==> config.mk <==
export PLATFORM = sky130hd
export DESIGN_NAME = ovf_monitor
export DESIGN_NICKNAME = d
export VERILOG_FILES = /design/src/rtl/ovf_monitor.sv
export SDC_FILE = /design/constraint.sdc
export NUM_CORES = 1
export LEC_CHECK = 0
export BUFFER_PORTS_ARGS = -buffer_cell sky130_fd_sc_hd__buf_2
export CAP_MARGIN = 5
export CORE_ASPECT_RATIO = 0.6
export CORE_MARGIN = 2
export CORE_UTILIZATION = 46
export DETAILED_ROUTE_END_ITERATION = 8
export PLACE_DENSITY = 0.9
export SLEW_MARGIN = 30
export SYNTH_ARGS = -nofsm -noshare
export SYNTH_HDL_FRONTEND = slang
export SYNTH_SLANG_ARGS = --single-unit
==> constraint.sdc <==
create_clock -name clk -period 2.1 [get_ports clk]
set_clock_uncertainty 0.05 [all_clocks]
set_input_delay 0.105 -clock clk [delete_from_list [all_inputs] [get_ports clk]]
set_output_delay 0.105 -clock clk [all_outputs]
set_load 0.005 [all_outputs]
==> src/rtl/ovf_monitor.sv <==
// Registered add/sub overflow detector with sticky flag, saturating event counter and first-fault capture.
// Optional trap request/acknowledge handshake is built when OVF_TRAP_EN is defined.
module ovf_monitor #(
    parameter int WIDTH     = 16,
    parameter int CNT_WIDTH = 8
) (
    input  logic                 clk,
    input  logic                 rst,
    input  logic                 in_valid,
    input  logic [WIDTH-1:0]     A,
    input  logic [WIDTH-1:0]     B,
    input  logic [WIDTH-1:0]     sum,
    input  logic                 carry_out,
    input  logic                 is_sub,
    input  logic                 sign,
    input  logic                 clr_sticky,
    output logic                 of,
    output logic                 of_valid,
    output logic                 sticky_of,
    output logic [CNT_WIDTH-1:0] of_count,
    output logic [WIDTH-1:0]     cap_A,
    output logic [WIDTH-1:0]     cap_B,
    output logic                 cap_sub,
    output logic                 cap_valid,
    output logic                 trap_req,
    input  logic                 trap_ack
);

    localparam int M = WIDTH - 1;
    localparam logic [CNT_WIDTH-1:0] CNT_MAX = '1;
    localparam logic [CNT_WIDTH-1:0] CNT_ONE = CNT_WIDTH'(1);

    logic ovf_raw;
    logic event_hit;
    logic unused_sum_low;

    // Only the sign bit of the adder result matters; the signed subtract case
    // compares against B un-inverted, so the sign test flips relative to add.
    always_comb begin
        ovf_raw = 1'b0;
        if (in_valid) begin
            if (sign) begin
                if (is_sub)
                    ovf_raw = (A[M] != B[M]) && (sum[M] != A[M]);
                else
                    ovf_raw = (A[M] == B[M]) && (sum[M] != A[M]);
            end else begin
                ovf_raw = is_sub ? ~carry_out : carry_out;
            end
        end
    end

    assign event_hit      = in_valid & ovf_raw;
    assign unused_sum_low = ^sum[M-1:0];

    always_ff @(posedge clk or posedge rst) begin
        if (rst) begin
            of        <= 1'b0;
            of_valid  <= 1'b0;
            sticky_of <= 1'b0;
            of_count  <= '0;
            cap_A     <= '0;
            cap_B     <= '0;
            cap_sub   <= 1'b0;
            cap_valid <= 1'b0;
        end else begin
            of       <= ovf_raw;
            of_valid <= in_valid;
            if (clr_sticky) begin
                sticky_of <= 1'b0;
                of_count  <= '0;
                cap_A     <= '0;
                cap_B     <= '0;
                cap_sub   <= 1'b0;
                cap_valid <= 1'b0;
            end
            // A simultaneous clear acts first, so the event then lands on clean state.
            if (event_hit) begin
                sticky_of <= 1'b1;
                if (clr_sticky)
                    of_count <= CNT_ONE;
                else if (of_count != CNT_MAX)
                    of_count <= of_count + 1'b1;
                if (clr_sticky || !cap_valid) begin
                    cap_A     <= A;
                    cap_B     <= B;
                    cap_sub   <= is_sub;
                    cap_valid <= 1'b1;
                end
            end
        end
    end

`ifdef OVF_TRAP_EN
    // Handshake: trap_req rises the cycle after an overflow event and stays high
    // until trap_ack is seen; the request is not re-armed until clr_sticky.
    localparam logic [1:0] TRAP_IDLE = 2'd0;
    localparam logic [1:0] TRAP_REQ  = 2'd1;
    localparam logic [1:0] TRAP_HOLD = 2'd2;

    logic [1:0] trap_state;
    logic [1:0] trap_next;

    always_comb begin
        trap_next = trap_state;
        case (trap_state)
            TRAP_IDLE: if (event_hit)  trap_next = TRAP_REQ;
            TRAP_REQ:  if (trap_ack)   trap_next = TRAP_HOLD;
            TRAP_HOLD: if (clr_sticky) trap_next = TRAP_IDLE;
            default:                   trap_next = TRAP_IDLE;
        endcase
    end

    always_ff @(posedge clk or posedge rst) begin
        if (rst)
            trap_state <= TRAP_IDLE;
        else
            trap_state <= trap_next;
    end

    assign trap_req = (trap_state == TRAP_REQ);
`else
    logic unused_trap_ack;

    assign unused_trap_ack = trap_ack;
    assign trap_req        = 1'b0;
`endif

endmodule

* Word level (Yosys, flattened, before mapping) *
Cells that the tools add are included.
W data, S select, Z words.

storage, ports and cells
  register bits after elaboration = 45
  output and inout port bits = 46
  input port bits = 56
  word-level logic and storage cells = 42

cells by class
  eq/ne operators = 4
  reductions and logical operators = 5
  bitwise gates (word level) = 2
  $add $sub $neg = 1
  mux-type cells = 22

operators with widths
  kind                   number
  $mux W16               6
  $mux W8                4
  $mux W1                12
  $add A8 B1 Y8 const B  1
  $ne A8 B8 Y1 const B   1
  $logic_and A1 B1 Y1    2
  $ne A1 B1 Y1           2
  $reduce_bool A2 Y1     1
  $and A1 B1 Y1          1
  $eq A1 B1 Y1           1
  $logic_not A1 Y1       1
  $logic_or A1 B1 Y1     1
  $not A1 Y1             1

* Logic depth before layout (Yosys ltp) *
Gate-level depths: netlist of run 1.

  depth in word-level cells = 7
  gate-level depth with buffers = 7
  gate-level depth less buffers = 6

* Worst setup path after synthesis of run 1 *
Ideal clock, no wire load.

  path type = register to register
  start point = register of_count[0]
  end point = register of_count[5]
  clock period less this slack = 1.792 ns
  arrival time = 1.615 ns
  data required time = 1.922 ns
  library setup time = 0.128 ns
  slack = 0.308 ns
  cell stages (with the launch flop) = 6
  path through = dfrtp_1 -> ha_1 -> and3_1 -> and3_1 -> nor4b_4 -> mux2_1

between the ends
  word-level cells in the longest chain between the ends = 4
  elaborated cells on any way between the ends = 5
  those cells by class = 1 x add/sub; 1 x eq/ne; 3 x mux

RTL lines
  element                                        line    RTL
  from (decl)                                    20      output logic [CNT_WIDTH-1:0] of_count,
  from (signal assigned)                         83      of_count <= of_count + 1'b1;
  $add A8 B1 Y8 or $ne A8 B8 Y1 (tied branches)  83, 82
  $mux W8 *                                      82      else if (of_count != CNT_MAX)
  $mux W8 *                                      80      if (clr_sticky)
  $mux W8 *                                      78      if (event_hit) begin

Every way passes the cells marked *; elsewhere a longest branch is shown, timed or not.
A chain may end at the register's enable or synchronous reset.

* Worst setup path in the final report of run 1 *
  start point = input B[15]
  end point = register cap_B[1]

between the ends
  word-level cells in the longest chain between the ends = 7
  elaborated cells on any way between the ends = 9
  those cells by class = 2 x eq/ne; 4 x mux; 1 x bitwise; 2 x reduce/logical

RTL lines
  element                                       line    RTL
  from (decl)                                   11      input logic [WIDTH-1:0] B,
  $eq A1 B1 Y1 or $ne A1 B1 Y1 (tied branches)  46, 44
  $logic_and A1 B1 Y1 (on tied branches)        46, 44
  $mux W1 *                                     43      if (is_sub)
  $mux W1 *                                     42      if (sign) begin
  $mux W1 *                                     41      if (in_valid) begin
  $and A1 B1 Y1 *                               53      assign event_hit = in_valid & ovf_raw;
  $mux W16 *                                    78
  to (signal assigned)                          63      cap_B <= '0;
  to (signal assigned)                          73      cap_B <= '0;
  to (signal assigned)                          86      cap_B <= B;
  to (decl)                                     22      output logic [WIDTH-1:0] cap_B,

Marks and branches as above.

==> results.py, run 1 <==
metrics = {
    "status": {
        "outcome": "complete, no violations",
    },
    "worst_setup_path": {
        "r2r_start": "of_count[0]$_DFF_PP0_",
        "critical_path_buf_inv_count": 4,
        "path_max_fanout": 36,
        "start_kind": "primary input",
        "reg2reg_slack_ns": 0.15,
        "worstPathCellList": "dlygate4sd3_1, buf_2, xor2_1, mux2i_1, buf_4, a211oi_4, buf_4, nand2_1, o21ai_0",
        "cp_data_arrival_time_ns": 2.10,
        "rr_worst_depth": 5,
        "rr_endpoint": "of_count[5]$_DFF_PP0_",
        "cp.required_ns": 2.23,
        "worstSetupStartpoint": "B[15]",
        "slowest_stage": "dlygate4sd3_1",
        "critical-path-top-cell-by-count": "buf_4",
        "crit_family": "buffers and inverters",
        "crit_path_end_kind": "flip-flop",
        "crit_type": "in2reg",
        "critPathMaxStageDelay_ns": 0.53,
    },
    "die": {
        "pin_count": 102,
        "core_um2": 4234,
        "rows": 18,
        "dieArea_um2": 5115,
        "initial_utilization": 0.4935,
        "die_h_um": 56.21,
        "dieWidth_um": 91.01,
    },
    "logic_synthesis": {
        "synth_top_family_by_area": "simple AND/OR/NAND/NOR gates",
        "yosys.area.top_type": "dfrtp_1",
        "synth_edf_count": 0,
        "yosysMostFrequentCell": "dfrtp_1",
        "synth_xor_xnor_area_share": 0.008383,
        "synth.top_cells.by_count": "dfrtp_1, nand2_1, nand2b_1, o21ai_0, nor2b_1",
        "synthDominantCellAreaShare": 0.5389,
        "avgSynthCellArea_um2": 9.856,
        "syn_nets": 269,
        "yosys.area_share.simple": 0.2521,
        "synth_compound_area_frac": 0.1126,
        "synth_area_um2": 2090,
        "synthMuxAreaShare": 0.03353,
        "yosys-top-cells-area": "dfrtp_1, nand2b_1, o21ai_0, nand2_1, nor2b_1",
        "yosysUniqueCellTypes": 31,
        "yosysWarnings": 0,
        "ys_ff_latch": 45,
        "synth_ff_type": "dfrtp_1",
        "async_flop_share": 1.000,
        "seq_area_frac_synth": 0.5389,
        "synthAdderAreaFrac": 0.005988,
        "syn_inst": 212,
    },
    "hold_path": {
        "worstHoldStart": "A[10]",
        "worstHoldPathType": "in2reg",
        "hold_end": "cap_A[10]$_DFF_PP0_",
        "hold_depth": 3,
    },
    "grt": {
        "grt_pass1_vias": 1852,
        "antenna_found_initial": 0,
        "grt_overflow": 0,
        "grt_usage": 0.2117,
        "grt_max_degree": 49,
        "grt_pass1_wl_um": 8638,
    },
    "sta": {
        "tns_ns": 0,
        "finalCriticalPeriod_ns": 1.965,
        "final_hold_viol_count": 0,
        "slew_headroom": 0.6343,
        "setup_viol": 0,
        "rsz0062_at_grt": "false",
        "tightest_slew_ns": 0.5485,
        "slew_viol_final": 0,
        "layout_setup_ws_ns": 0.1351,
        "fmax_mhz": 508.9,
        "period_share": 0.9357,
    },
    "clocking": {
        "clk_path_buf_depth": 2,
        "htreeDepth": 2,
        "tritoncts": "yes",
        "clk-insertion-delay-late_ns": 0.28,
        "cts_made_buffers": 5,
        "path_clk_slew_ns": 0.07,
        "numClockSinks": 45,
        "cts_root_buf": "clkbuf_8",
    },
    "drt": {
        "vias_per_cell": 4.835,
        "post_drt_wl_per_cell_um": 13.59,
        "drc": 0,
        "dr.first_iter.drc_count": 52,
        "vias": 1871,
        "drt-total-wl_um": 5260,
        "firstDrtPassIters": 4,
        "postRouteAntennaNets": 0,
    },
    "place": {
        "gp_routability_congestion": 0.8113,
        "place_ws_ns": 0.1708,
        "hpwl_um": 3274,
        "place_inst": 349,
        "port_buffers": 84,
    },
    "cells_and_area": {
        "area_growth_pct": 41.08,
        "fin_cells": 387,
        "nets": 384,
        "drive_gt1_frac": 0.3242,
        "fin_util": 0.6962,
        "diodes": 0,
    },
    "power": {
        "leakage_nw": 1.483,
        "ir_drop_mv": 0.3832,
        "power_mw": 1.834,
        "power_per_cell_area_nw_per_um2": 622.0,
    },
    "flow_run": {
        "cap_viol_max_count": 0,
    },
}
## per-stage QoR
stage / instance area [µm²] / hold slack [ns]
after CTS: 2948 / 0.002889
after floorplan: 2090 / 0.08643
final: 2948 / 0.008424
after global routing: 2948 / 0.01140
after global placement: 2551 / 0.1819
after detailed placement: 2551 / 0.1807
## metal layers
metal / vias to the layer above / global-route usage / share of wire
met2: 74 / 0.3503 / 0.47
li1: 921 / - / -
met3: 2 / 0.05691 / 0.070
met1: 874 / 0.2801 / 0.46
met5: - / 0 / 0
met4: 0 / 0.04978 / 0.0032
## final cells by class
cell class                 instances  area (µm²)
clock buffer                       7       86.33
fill                             324        1286
inverter                           3       11.26
multi-input combinational        151       873.3
sequential                        45        1126
tap                               60       75.07
timing repair buffer             121       775.7
## cell usage in the layout, fill, tap and decap left out
master,netlist,routed
a211oi_1,1,1
a211oi_4,0,1
a21o_4,1,1
a21oi_1,2,2
and3_1,5,5
and3b_1,1,1
buf_2,0,84
buf_4,2,6
clkbuf_1,7,1
clkbuf_8,0,6
conb_1,1,1
dfrtp_1,45,45
dlygate4sd3_1,0,31
ha_1,1,1
inv_1,2,1
inv_2,1,2
mux2_1,1,1
mux2_2,3,3
mux2_4,1,1
mux2i_1,1,1
nand2_1,34,34
nand2b_1,33,33
nand3_1,4,4
nand4_1,1,1
nor2_1,6,6
nor2b_1,9,9
nor3_1,2,2
nor3b_1,1,1
nor4b_4,1,1
o21ai_0,31,31
o21ai_1,7,7
or2_2,1,1
xor2_1,2,2
## worst reg2reg max path: cells and delay by family (launching register included)
family / cells / cell delay, ns
adders and majority gates: 1 / 0.23
DFF: 1 / 0.44
muxes: 1 / 0.35
and+or+nand+nor: 3 / 0.77
## flip-flops by register name, summed over array words and instances, names as in the netlist
name / cells
cap_B: 16
cap_valid: 1
of: 1
of_count: 8
cap_A: 16
of_valid: 1
sticky_of: 1
cap_sub: 1
## cells by family (layout without fill, tap and decap cells)
family / count (synthesis) / after routing
simple gates: 98 / 98
flops: 45 / 45
compound gates: 43 / 43
buf+inv: 16 / 131
mux: 6 / 6
xor+xnor: 2 / 2
fa+ha+maj: 1 / 1
other cells: 1 / 1
## power breakdown
part | leakage (nW) | internal (mW) | switching (mW)
registers | 0.598 | 0.936 | 0.0419
clock network | 0.0443 | 0.261 | 0.255
logic | 0.841 | 0.173 | 0.166
## how the worst max path moves through the flow
| stage | cells past startpoint | to | slack, ns |
|---|---|---|---|
| floorplan | 5 | of_count[5]$_DFF_PP0_ | 0.31 |
| global placement | 5 | of_count[5]$_DFF_PP0_ | 0.26 |
| detailed placement | 5 | of_count[5]$_DFF_PP0_ | 0.17 |
| CTS | 5 | of_count[5]$_DFF_PP0_ | 0.16 |
| global route | 9 | cap_B[1]$_DFF_PP0_ | 0.02 |
| finish | 9 | cap_B[1]$_DFF_PP0_ | 0.14 |
## what timing repair did
| action | CTS | global route |
|---|---|---|
| buffers inserted | 0 | 0 |
| resized for setup | 0 | 0 |
| endpoints found under the setup margin | 0 | 0 |
| hold buffers | 31 | 0 |
| endpoints found under the hold margin | 75 | 0 |
Power figures use the tool's default switching activity.
==> run 2: changes to the inputs <==
PLACE_DENSITY = 0.78   (was 0.9)
==> run 2 against run 1 <==
Via count fell by 0.37%. Hold slack better by 0.014 ns. Maximum frequency increased by 3.2%. Cell count rose by 0.78%. Critical endpoint is now of_count[5]$_DFF_PP0_. Highest routed layer unchanged.
==> results.py, run 2 (synthesis results as in run 1) <==
metrics = {
    "worst_setup_path": {
        "path_max_fanout": 6,
        "start_kind": "flip-flop",
        "cp.required_ns": 2.22,
        "crit_path_end_kind": "flip-flop",
        "worstSetupStartpoint": "of_count[0]$_DFF_PP0_",
        "r2r_start": "of_count[0]$_DFF_PP0_",
        "crit_type": "reg2reg",
        "cp_data_arrival_time_ns": 2.03,
        "rr_worst_depth": 5,
    },
    "drt": {
        "vias_per_cell": 4.779,
        "vias": 1864,
        "drt-total-wl_um": 5125,
        "post_drt_wl_per_cell_um": 13.14,
        "firstDrtPassIters": 5,
        "drc": 0,
        "dr.first_iter.drc_count": 73,
        "postRouteAntennaNets": 0,
    },
    "sta": {
        "period_share": 0.9070,
        "fmax_mhz": 525.0,
        "slew_headroom": 0.6220,
        "setup_viol": 0,
        "finalCriticalPeriod_ns": 1.905,
        "tns_ns": 0,
        "final_hold_viol_count": 0,
        "tightest_slew_ns": 0.5669,
        "slew_viol_final": 0,
        "rsz0062_at_grt": "false",
    },
    "clocking": {
        "tritoncts": "yes",
        "cts_root_buf": "clkbuf_8",
        "htreeDepth": 2,
        "cts_made_buffers": 5,
        "path_clk_slew_ns": 0.08,
        "post_cts_buffers": 0,
        "numClockSinks": 45,
        "clk_path_buf_depth": 2,
        "cts_resized": 0,
        "clk-insertion-delay-late_ns": 0.28,
    },
    "grt": {
        "grt_max_degree": 46,
        "grt_overflow": 0,
        "antenna_found_initial": 0,
        "grt_pass1_wl_um": 8583,
        "grt_usage": 0.2104,
        "grt_pass1_vias": 1856,
    },
    "hold_path": {
        "hold_depth": 3,
        "worstHoldPathType": "in2reg",
        "worstHoldStart": "A[15]",
    },
    "cells_and_area": {
        "layout_commonest_cell": "buf_2",
        "multi_input_area_um2": 873.3,
        "fin_util": 0.7004,
        "regArea_um2": 1126,
        "layout_common_cells": "buf_2, dfrtp_1, nand2_1",
        "area_growth_pct": 41.92,
        "drive_gt1_frac": 0.3212,
        "nets": 386,
        "diodes": 0,
        "n_fill_cell": 321,
        "largestRegisters": "cap_A (16), cap_B (16), of_count (8)",
        "fin_area_um2": 2965,
    },
    "power": {
        "power_mw": 1.829,
        "ir_drop_mv": 0.4128,
        "power_per_cell_area_nw_per_um2": 616.8,
        "leakage_nw": 1.486,
    },
    "place": {
        "port_buffers": 84,
        "gp_routability_congestion": 0.8062,
        "place_area_um2": 2551,
        "hpwl_um": 3311,
    },
    "status": {
        "outcome": "complete, no violations",
    },
    "die": {
        "initial_utilization": 0.4935,
        "die_h_um": 56.21,
        "dieWidth_um": 91.01,
        "rows": 18,
        "pin_count": 102,
        "dieArea_um2": 5115,
        "core_um2": 4234,
    },
    "flow_run": {
        "cap_viol_max_count": 0,
    },
}
run 2: timing repair:
item / 4_1_cts / 5_1_grt
hold buffers: 33 / 0
endpoints found under the setup margin: 0 / 0
hold endpoints to repair: 77 / 0
run 2: critical path: stages (launching register included):
cell	delay [ns]
dfrtp_1	0.45
ha_1	0.23
and3_1	0.21
and3_1	0.25
nor4b_4	0.27
mux2_1	0.34
run 2: through the flow:
| step | worst slack [ns] | std cells | hold WS (ns) |
|---|---|---|---|
| 2_1_floorplan | 0.3078 | 212 | 0.08643 |
| 3_3_place_gp | 0.2349 | 349 | 0.1867 |
| 3_5_place_dp | 0.2099 | 349 | 0.1841 |
| 4_1_cts | 0.1898 | 390 | 0.01424 |
| 5_1_grt | 0.1055 | 390 | 0.03058 |
| 6_report | 0.1954 | 390 | 0.02268 |
run 2: path summary, 6_finish.rpt:
kind	endpoint	slack (ns)
setup reg to reg	of_count[5]$_DFF_PP0_	0.20
hold reg to reg	cap_A[10]$_DFF_PP0_	0.49
min in group asynchronous	cap_B[11]$_DFF_PP0_	0.44
setup / recovery	of_count[5]$_DFF_PP0_	0.20
hold / removal	cap_A[15]$_DFF_PP0_	0.02
max in group asynchronous	cap_A[9]$_DFF_PP0_	1.15
run 2: report_power, final:
part | switching [mW] | internal (mW)
Combinational | 0.166 | 0.176
Clock | 0.276 | 0.236
Sequential | 0.0407 | 0.936
run 2: per-layer routing:
layer	vias to the layer above	wire (µm)	GRT usage
met3	6	344	0.05556
met4	0	58	0.04762
met5	-	0	0
met2	71	2322	0.3460
li1	925	-	-
met1	862	2400	0.2817
run 2: cell type report:
type / instances / area share
Sequential cell: 45 / 0.3797
Timing Repair Buffer: 123 / 0.2684
Multi-Input combinational cell: 151 / 0.2945
Tap cell: 60 / 0.02532
Clock inverter: 1 / 0.002532
Clock buffer: 7 / 0.02574
Inverter: 3 / 0.003797
